$ cat src/rtl/if_stage_pkg.sv
// Shared types and constants for the instruction-fetch stage.
package if_stage_pkg;

   typedef logic [31:0] inst_bus_t;
   typedef logic [31:0] addr_bus_t;

   localparam inst_bus_t NOP_INST_DEFAULT = '0;

   typedef enum logic [1:0] {
      IF_IDLE  = 2'd0,
      IF_FETCH = 2'd1,
      IF_HOLD  = 2'd2
   } if_state_t;

   // Sequential fetch increment; wraps at 2^32.
   function automatic addr_bus_t pc_plus4(input addr_bus_t pc);
      return pc + 32'd4;
   endfunction

endpackage

$ cat src/rtl/if_stage_if_id_reg.sv
// IF/ID pipeline register: holds pc4/inst/valid; load captures, bubble kills.
module if_id_reg
   import if_stage_pkg::*;
#(
   parameter inst_bus_t NOP_INST = NOP_INST_DEFAULT
) (
   input  logic        clk,
   input  logic        rst_n,
   input  logic        load,
   input  logic        bubble,
   input  logic [31:0] pc4_d,
   input  logic [31:0] inst_d,
   output logic [31:0] pc4,
   output logic [31:0] inst,
   output logic        valid
);

   // Load takes priority; a bubble keeps pc4 and only invalidates the slot.
   always_ff @(posedge clk or negedge rst_n) begin
      if (!rst_n) begin
         pc4   <= '0;
         inst  <= NOP_INST;
         valid <= 1'b0;
      end else if (load) begin
         pc4   <= pc4_d;
         inst  <= inst_d;
         valid <= 1'b1;
      end else if (bubble) begin
         inst  <= NOP_INST;
         valid <= 1'b0;
      end
   end

endmodule

$ cat src/rtl/if_stage.sv
// Instruction-fetch stage: PC, imem request handshake, redirect handling.
module if_stage
   import if_stage_pkg::*;
#(
   parameter addr_bus_t RESET_PC = 32'h0000_0000,
   parameter inst_bus_t NOP_INST = NOP_INST_DEFAULT
) (
   input  logic        clk,
   input  logic        rst_n,
   input  logic        write_pc_ir,
   input  logic        branch,
   input  logic        jump,
   input  logic [31:0] branch_target,
   input  logic [31:0] jump_target,
   output logic        imem_req,
   output logic [31:0] imem_addr,
   input  logic [31:0] imem_rdata,
   input  logic        imem_ack,
   output logic [31:0] if_id_pc4,
   output logic [31:0] if_id_inst,
   output logic        if_id_valid
);

   if_state_t state, state_d;
   addr_bus_t pc, pc_d;
   logic      redirect_pend, redirect_pend_d;
   addr_bus_t pend_target, pend_target_d;
   inst_bus_t hold_buf, hold_buf_d;

   logic      redirect;
   addr_bus_t target;
   addr_bus_t next_pc;
   logic      ifid_load;
   logic      ifid_bubble;
   inst_bus_t ifid_inst_d;

   assign imem_req  = (state == IF_FETCH);
   assign imem_addr = pc;

   // Redirect resolution: jump wins over branch; a deferred target is used once.
   always_comb begin
      redirect = write_pc_ir & (branch | jump);
      target   = jump ? jump_target : branch_target;
      if (redirect)
         next_pc = target;
      else if (redirect_pend)
         next_pc = pend_target;
      else
         next_pc = pc_plus4(pc);
   end

   // Next-state and IF/ID control for the fetch handshake.
   always_comb begin
      state_d         = state;
      pc_d            = pc;
      redirect_pend_d = redirect_pend;
      pend_target_d   = pend_target;
      hold_buf_d      = hold_buf;
      ifid_load       = 1'b0;
      ifid_bubble     = 1'b0;
      ifid_inst_d     = imem_rdata;
      case (state)
         IF_IDLE: state_d = IF_FETCH;
         IF_FETCH: begin
            if (imem_ack) begin
               if (write_pc_ir) begin
                  ifid_load       = 1'b1;
                  pc_d            = next_pc;
                  redirect_pend_d = 1'b0;
               end else begin
                  hold_buf_d = imem_rdata;
                  state_d    = IF_HOLD;
               end
            end else if (write_pc_ir) begin
               // Outstanding fetch is the delay slot; remember the target for after it.
               ifid_bubble = 1'b1;
               if (redirect) begin
                  redirect_pend_d = 1'b1;
                  pend_target_d   = target;
               end
            end
         end
         IF_HOLD: begin
            if (write_pc_ir) begin
               ifid_load       = 1'b1;
               ifid_inst_d     = hold_buf;
               pc_d            = next_pc;
               redirect_pend_d = 1'b0;
               state_d         = IF_FETCH;
            end
         end
         default: state_d = IF_IDLE;
      endcase
   end

   // Fetch-side state registers.
   always_ff @(posedge clk or negedge rst_n) begin
      if (!rst_n) begin
         state         <= IF_IDLE;
         pc            <= RESET_PC;
         redirect_pend <= 1'b0;
         pend_target   <= '0;
         hold_buf      <= NOP_INST;
      end else begin
         state         <= state_d;
         pc            <= pc_d;
         redirect_pend <= redirect_pend_d;
         pend_target   <= pend_target_d;
         hold_buf      <= hold_buf_d;
      end
   end

   if_id_reg #(
      .NOP_INST (NOP_INST)
   ) u_if_id_reg (
      .clk    (clk),
      .rst_n  (rst_n),
      .load   (ifid_load),
      .bubble (ifid_bubble),
      .pc4_d  (pc_plus4(pc)),
      .inst_d (ifid_inst_d),
      .pc4    (if_id_pc4),
      .inst   (if_id_inst),
      .valid  (if_id_valid)
   );

   // ID must hold a bubble while a deferred redirect is pending.
   a_no_double_redirect: assert property (@(posedge clk) disable iff (!rst_n)
      !(redirect && redirect_pend))
      else $error("if_stage: redirect while redirect_pend=1");

endmodule
$ cat config.mk
export PLATFORM = sky130hd
export DESIGN_NAME = if_stage
export DESIGN_NICKNAME = d
export VERILOG_FILES = /design/src/rtl/if_stage_pkg.sv /design/src/rtl/if_stage_if_id_reg.sv /design/src/rtl/if_stage.sv
export SDC_FILE = /design/constraint.sdc
export NUM_CORES = 1
export LEC_CHECK = 0
export CAP_MARGIN = 20
export CORE_ASPECT_RATIO = 1.4
export CORE_MARGIN = 1
export CORE_UTILIZATION = 45
export DETAILED_ROUTE_END_ITERATION = 12
export PLACE_DENSITY = 0.76
export SKIP_CTS_REPAIR_TIMING = 1
export SYNTH_ARGS = -nofsm -noshare
export SYNTH_HDL_FRONTEND = slang
export SYNTH_SLANG_ARGS = --single-unit
$ cat constraint.sdc
create_clock -name clk -period 1.9 [get_ports clk]
set_clock_uncertainty 0.15 [all_clocks]
set_input_delay 0.285 -clock clk [delete_from_list [all_inputs] [get_ports clk]]
set_output_delay 0.285 -clock clk [all_outputs]
set_load 0.03 [all_outputs]
# == After elaboration in Yosys (flattened, before gate mapping) ==
# Index checks and enable logic that the tools add are counted.
# word_totals
reg_bits,164
inputBits,102
# classes
add_sub_neg,1
eq_ne,7
n_mux,26
n_bitwise,3
reduce_logical,8
# op_table
op,count
two-way mux 32 bit,9
case mux 32 bit (2 select lines),1
"adder 32 x 3 -> 32 bit, second input constant",1
two-way mux 1 bit,10
two-way mux 2 bit,3
case mux 2 bit (3 select lines),1
AND reduction 3 bit,2
"inequality test 2 bit, second input constant",2
case mux 1 bit (2 select lines),2
AND reduction 2 bit,2
AND reduction 4 bit,1
nonzero test 2 bit,2
"inequality test 3 x 1 -> 1 bit, second input constant",1
"inequality test 3 x 2 -> 1 bit, second input constant",1
"equality test 2 x 1 -> 1 bit, second input constant",1
"equality test 2 bit, second input constant",1
logical NOT 2 bit,1
"inequality test 2 x 1 -> 1 bit, second input constant",1
AND 1 bit,1
NOT 1 bit,1
OR 1 bit,1

# == Longest topological paths before layout ==
# Gate-level depths: netlist of the first run.
# logic_depth
word_depth,6
ltp_mapped,10
depth_no_buf,7

# == Modules after synthesis ==
# A second synthesis of the first run with hierarchy kept.
# hier_totals
cells_unflattened,757
hier_area_um2,8319.2
# by_module_without_submodules
module,n_inst,cells_each,area_per_inst_um2,seq_area_each_um2
if_stage,1,615,5908.2,2477.4
if_id_reg,1,142,2411.1,1626.6

# == Least setup slack after synthesis of the first run ==
# OpenSTA, ideal clock, no wires.
# synth_path
path_kind,flip-flop to flip-flop
from,"register pc[2], in the netlist imem_addr[2]"
to,"register pc[28], in the netlist imem_addr[28]"
setup_ns,0.083
arrival_ns,1.996
t_required_ns,1.667
slack_ns,-0.329
path_stages_with_launch,8
path_buffers,1
period_less_slack_ns,2.229
path_cell_list,dfrtp_1 > ha_1 > clkbuf_1 > nand2_1 > nor3_4 > nand4_2 > o31a_1 > o22ai_1
# synth_between
elab_chain_cells,6
# synth_rtl
element,line_no,source
start: declaration,if_stage.sv:25,"addr_bus_t pc, pc_d;"
start signal: assignment,if_stage.sv:106,pc <= pc_d;
adder 32 x 3 -> 32 bit (*),if_stage_pkg.sv:17,return pc + 32'd4;
two-way mux 32 bit (*),if_stage.sv:46,else if (redirect_pend)
two-way mux 32 bit (*),if_stage.sv:44,if (redirect)
two-way mux 32 bit (*),"if_stage.sv:66, if_stage.sv:84",
two-way mux 32 bit,if_stage.sv:65,if (imem_ack) begin
case mux 32 bit (2 select lines) (*),if_stage.sv:62,case (state)
# Every way passes the cells marked *; elsewhere a longest branch is shown, timed or not. The select of a mux whose other input is x is not followed.
# A chain may end at the register's enable or synchronous reset.

# == Worst setup path in the final report of the first run ==
# layout_path
from,"register pc[4], in the netlist imem_addr[4]"
to,register u_if_id_reg.pc4[31]
# layout_between
elab_chain_cells,1
# layout_rtl
element,line_no,source
adder 32 x 3 -> 32 bit,if_stage_pkg.sv:17,
end signal: assignment,if_stage_if_id_reg.sv:25,pc4 <= pc4_d;
end: declaration,if_stage_if_id_reg.sv:13,"output logic [31:0] pc4,"
# Every way passes these cells.

==> results.toml, run 1 <==
[status]
status = "finished with violations"
violations = "setup timing"

[critical_path]
crit_start = "imem_addr[4]"
crit_chain = "nand4_4 -> buf_6 -> nor3_2 -> nand4_1 -> buf_4 -> xnor2_2 -> o21ai_1"
cp-start-kind = "register"
worstPathMaxFanout = 5
critPathMaxStageDelay_ps = 400
worst_ep_required_time_ps = 2060
worstRegToRegCells = 7
cp-end-kind = "register"
r2r_start = "imem_addr[4]"
ff2ff_setup_slack_ps = -110
r2r_end = "u_if_id_reg.pc4[31]"
critPathKind = "reg -> reg"
crit_arrival_ps = 2170
crit_path_top_delay_cell = "dfrtp_2"

[placement]
io_buffers = 199
gp_congestion = 0.861
hpwl_mm = 16.9
place_area_um2 = 11300

[global_routing]
grt.total_usage_pct = 25.0
grt-ovfl-total = 0
grt_max_degree = 49
grt_pass1_vias = 7410
antenna_found_initial = 0
grt_first_pass_wirelength_mm = 36.4

[clock_tree]
clk_pin_slew_ps = 60
cts_buffers = 17
cts_max_level = 4
cts_root_buf = "clkbuf_16"
clk_latency_ps = 430
tritoncts = "done"
cts_buffer_depth = 2
cts_sinks = 164

[power]
powerDensity_nw_per_um2 = 1550
leakage_nw = 6.87
p_total_w = 0.0199
peakVddDrop_uv = 685

[floorplanning]
rows = 58
dieArea_um2 = 18900
core_um2 = 17900
initial_core_util_pct = 46.0
die_w_um = 116
die-height_um = 162
ios = 200

[worst_hold_path]
hold_depth = 3
hold_end = "pend_target[19]"
min-delay-start = "jump"
hold_class = "in -> reg"

[yosys]
synth-seq-cells = 164
synth_area_leaders = "dfrtp_1, mux2i_1, o21ai_0, mux2_2, nand2_1"
syn_inst = 821
ys.flop_type = "dfrtp_1"
synth_seq_area_share_pct = 49.8
synth_most_common_cell = "dfrtp_1"
synth_common_cells = "dfrtp_1, nand2_1, o21ai_0, mux2i_1, mux2_2"
synth_fp_nets = 927
synth_area_um2 = 8250
async_flop_share_pct = 100
synth_top_area_share_pct = 49.8
synth_cell_types = 61
synth_edf_count = 0
ys_warn_count = 0
avgSynthCellArea_um2 = 10.0
synth_top_area_cell = "dfrtp_1"

[drt]
met1_length_mm = 9.73
dr_wl_met2_mm = 13.3
avgViaCountPerCell = 5.53
ant_nets = 0
vias = 7577
drc = 0
drt-initial-drc-count = 449
wirelength_mm = 25.4
avgRoutedWirePerCell_um = 18.5
drt_pass1_iterations = 5
topRoutingLayerUsed = "met4"
wl_met3_mm = 1.54

[timing]
hold_violations = 0
hold_slack_ps = 180
slew_headroom_pct = 67.7
setup_viol = 18
timing.fmax_mhz = 498
worst_slew_pin_slew_ps = 471
min_period_over_period_pct = 106
setup_slack_ps = -108
rsz0062_at_grt = "true"
maxSlewViolCount = 0
fin_crit_ps = 2010

[cells_and_area]
drive_above_1_share_pct = 25.4
syn2layout_area_growth_pct = 55.6
antennaDiodeCount = 0
nNetsFinal = 1226
final_area_um2 = 12800
n_fill_cell = 1272

[flow_run]
drv_cap = 0
-- flip-flops by register name, summed over array words and instances, names as in the netlist --
signal             cells
u_if_id_reg.inst      32
u_if_id_reg.pc4       32
redirect_pend          1
pend_target           32
imem_addr             32
state                  2
u_if_id_reg.valid      1
hold_buf              32
-- cell families (layout without fill, tap and decap cells) --
| group | count (synthesis) | count (layout) | share of synthesized area [%] |
|---|---|---|---|
| simple gates | 230 | 231 | 13.7 |
| compound gates | 212 | 213 | 15.4 |
| flops | 164 | 164 | 49.8 |
| mux | 107 | 107 | 13.7 |
| buf+inv | 76 | 384 | 3.93 |
| xor+xnor | 28 | 28 | 2.97 |
| fa+ha+maj | 4 | 4 | 0.607 |
-- where the power goes --
group / switching (W) / internal [W] / leakage (nW)
clock: 0.00139 / 0.00192 / 0.265
combinational: 0.00570 / 0.00460 / 4.60
sequential: 0.00107 / 0.00519 / 2.01
total: 0.00816 / 0.0117 / 6.87
-- routing by layer --
metal / vias to the layer above / track usage [%]
li1: 3521 / -
met1: 3659 / 29.8
met2: 326 / 43.3
met3: 71 / 5.07
met4: 0 / 9.91
met5: - / 0
-- critical path, delay by kind of cell, from the launching register on --
family                 cells  cell delay [ps]
AO/OA/AOI/OAI              1               70
flip-flops                 1              400
buffers and inverters      2              420
AND/OR/NAND/NOR            3              710
XOR/XNOR                   1              150
-- placed cells by master, fill, tap and decap left out, types with 8 or more instances in the layout --
cell	count
xnor2_1	17
dlymetal6s2s_1	97
buf_4	107
nor2_1	30
dfrtp_2	17
o21ai_0	62
buf_6	12
nand3_1	15
a21oi_1	30
clkbuf_16	22
mux2_2	44
buf_12	18
dfrtp_1	147
a31oi_1	12
inv_1	9
o21ai_1	50
nor3_1	9
nand2_1	120
xor2_1	10
nand4_1	8
o22ai_1	8
clkdlybuf4s50_1	99
mux2i_1	60
-- worst max-delay path by stage --
stage,cells after the start,end,slack (ps)
3_5_place_dp,6,u_if_id_reg.inst[4],-400
3_3_place_gp,6,u_if_id_reg.inst[29],-280
4_1_cts,7,u_if_id_reg.inst[4],-300
6_report,7,u_if_id_reg.pc4[31],-110
2_1_floorplan,7,imem_addr[22],-100
5_1_grt,9,imem_addr[26],-150
-- final cells by class --
class | count | area, um2 | area share, %
inverters | 12 | 45.0 | 0.351
multi-input cells | 583 | 4130 | 32.2
flip-flops and latches | 164 | 4130 | 32.1
repair buffers | 342 | 3680 | 28.6
clock buffers | 18 | 429 | 3.34
clock inverters | 12 | 131 | 1.02
well taps | 240 | 300 | 2.34
-- per-stage QoR --
step | util [%] | std cells | TNS (ps) | setup WS [ps]
3_5_place_dp | 63.3 | 1302 | -30400 | -396
3_3_place_gp | 63.3 | 1302 | -23480 | -277
6_report | 71.6 | 1371 | -571 | -108
2_1_floorplan | - | 821 | -898 | -101
5_1_grt | 71.6 | 1371 | -4860 | -154
4_1_cts | 66.4 | 1332 | -17960 | -300
Power figures use the tool's default switching activity.
==> inputs of run 2 (changes only) <==
CORE_MARGIN = 2   (was 1)
clock period = 1.7 ns   (was 1.9 ns; I/O delays follow)
==> run 2 against run 1 <==
The flow still finishes with violations (setup timing). Global-route usage down 1.0 points. Sequential power up 19%. Combinational power up 42%. Register-to-register slack worse by 320 ps. Via count up 16%. Fmax down 5.8%. Critical endpoint is now imem_addr[31]. Largest power group unchanged.
==> results.toml, run 2 (synthesized netlist as in run 1, its figures left out) <==
[critical_path]
crit_path_top_delay_cell = "nor4_4"
critPathMaxStageDelay_ps = 500
ff2ff_setup_slack_ps = -430
cp-start-kind = "register"
cp-end-kind = "register"
crit_arrival_ps = 2340
worstPathMaxFanout = 4
worst_ep_required_time_ps = 1910
worstRegToRegCells = 6
crit_chain = "nand2_2 -> nor4_4 -> nand4_1 -> buf_6 -> o31ai_2 -> o2bb2ai_1"
critPathKind = "reg -> reg"

[floorplanning]
die_w_um = 118
rows = 58
dieArea_um2 = 19400
core_um2 = 18000
initial_core_util_pct = 45.8
die-height_um = 164
ios = 200

[drt]
drt-initial-drc-count = 999
wirelength_mm = 34.5
avgViaCountPerCell = 6.08
drc = 0
ant_nets = 0
drt_pass1_iterations = 5
vias = 8773
avgRoutedWirePerCell_um = 23.9

[timing]
rsz0062_at_grt = "true"
worst_slew_pin_slew_ps = 530
slew_headroom_pct = 64.4
timing.fmax_mhz = 469
setup_slack_ps = -432
min_period_over_period_pct = 125
setup_viol = 168
timing.setup.tns_ps = -40080
fin_crit_ps = 2130
maxSlewViolCount = 0
hold_slack_ps = 97.8
hold_violations = 0

[cells_and_area]
drive_above_1_share_pct = 43.9
antennaDiodeCount = 0
layout_common_cells = "dfrtp_1, buf_4, clkdlybuf4s50_1"
finalNonFillerCells = 1443
syn2layout_area_growth_pct = 78.3
nNetsFinal = 1296
final_common_cell = "dfrtp_1"

[status]
status = "finished with violations"
violations = "setup timing"

[power]
peakVddDrop_uv = 985
p_total_w = 0.0260
leakage_nw = 7.69
powerDensity_nw_per_um2 = 1770

[global_routing]
grt_first_pass_wirelength_mm = 37.4
grt_max_degree = 53
grt_pass1_vias = 7493
grtUsageMet2_pct = 42.2
grt-ovfl-total = 0
grt_use_met1_pct = 29.3
grt.busiest_layer = "met2"
grt.total_usage_pct = 23.9
grt.met3_usage_pct = 4.34
antenna_found_initial = 0

[flow_run]
drv_cap = 0

[clock_tree]
cts_sinks = 164
clk_latency_ps = 430
cts_buffer_depth = 2
cts_max_level = 4
tritoncts = "done"
cts_root_buf = "clkbuf_16"
cts_buffers = 17
clk_pin_slew_ps = 70

[placement]
io_buffers = 199
hpwl_mm = 17.4
gp_congestion = 0.865
dp_cells = 1330

[worst_hold_path]
hold_class = "in -> async"
## run 2: changes by cell type in the layout (fill, tap and decap cells not counted), sizes merged
cell,delta
buf,+62
bufinv,-1
clkbuf,+21
clkinv,+1
clkinvlp,-1
dlymetal6s2s,-10
nand2,+1
nand4,-1
## run 2: path summary, 6_finish.rpt
kind	startpoint	endpoint
min in group clk	jump	pend_target[19]
max in group asynchronous	rst_n	state[0]
hold reg to reg	u_if_id_reg.pc4[30]	u_if_id_reg.pc4[30]
setup / recovery	imem_addr[22]	imem_addr[31]
hold / removal	rst_n	pend_target[14]
setup reg to reg	imem_addr[22]	imem_addr[31]
## run 2: layout make-up
| class | instances | area (um2) |
|---|---|---|
| Multi-Input combinational cell | 583 | 5070 |
| Timing Repair Buffer | 412 | 4580 |
| Sequential cell | 164 | 4130 |
| Fill cell | 935 | 3290 |
| Clock buffer | 21 | 470 |
| Tap cell | 240 | 300 |
| Clock inverter | 11 | 116 |
| Inverter | 12 | 47.5 |
## run 2: through the flow
step | setup slack [ps] | cell area, um2 | utilization, %
after floorplan | -301 | 8560 | -
after global placement | -460 | 11700 | 64.8
after detailed placement | -554 | 11700 | 64.8
after CTS | -454 | 12200 | 68.0
after global routing | -448 | 14700 | 81.7
final | -432 | 14700 | 81.7
## run 2: worst max-delay path: cells and delay by family (launching register included)
kind	cells	cell delay (ps)
compound gates	2	340
buf+inv	1	210
flops	1	460
simple gates	3	900
## run 2: metal layers
layer  share of wire (%)  wire, um  up-vias
met1                  35     12000     4294
met2                  52     18000      624
met5                   0         0        -
li1                    -         -     3676
met4                 5.8      2000        0
met3                 7.4      2550      179
## run 2: report_power, final
part           internal, W  switching [W]
Sequential         0.00580        0.00163
Combinational      0.00679        0.00786
Clock              0.00216        0.00175
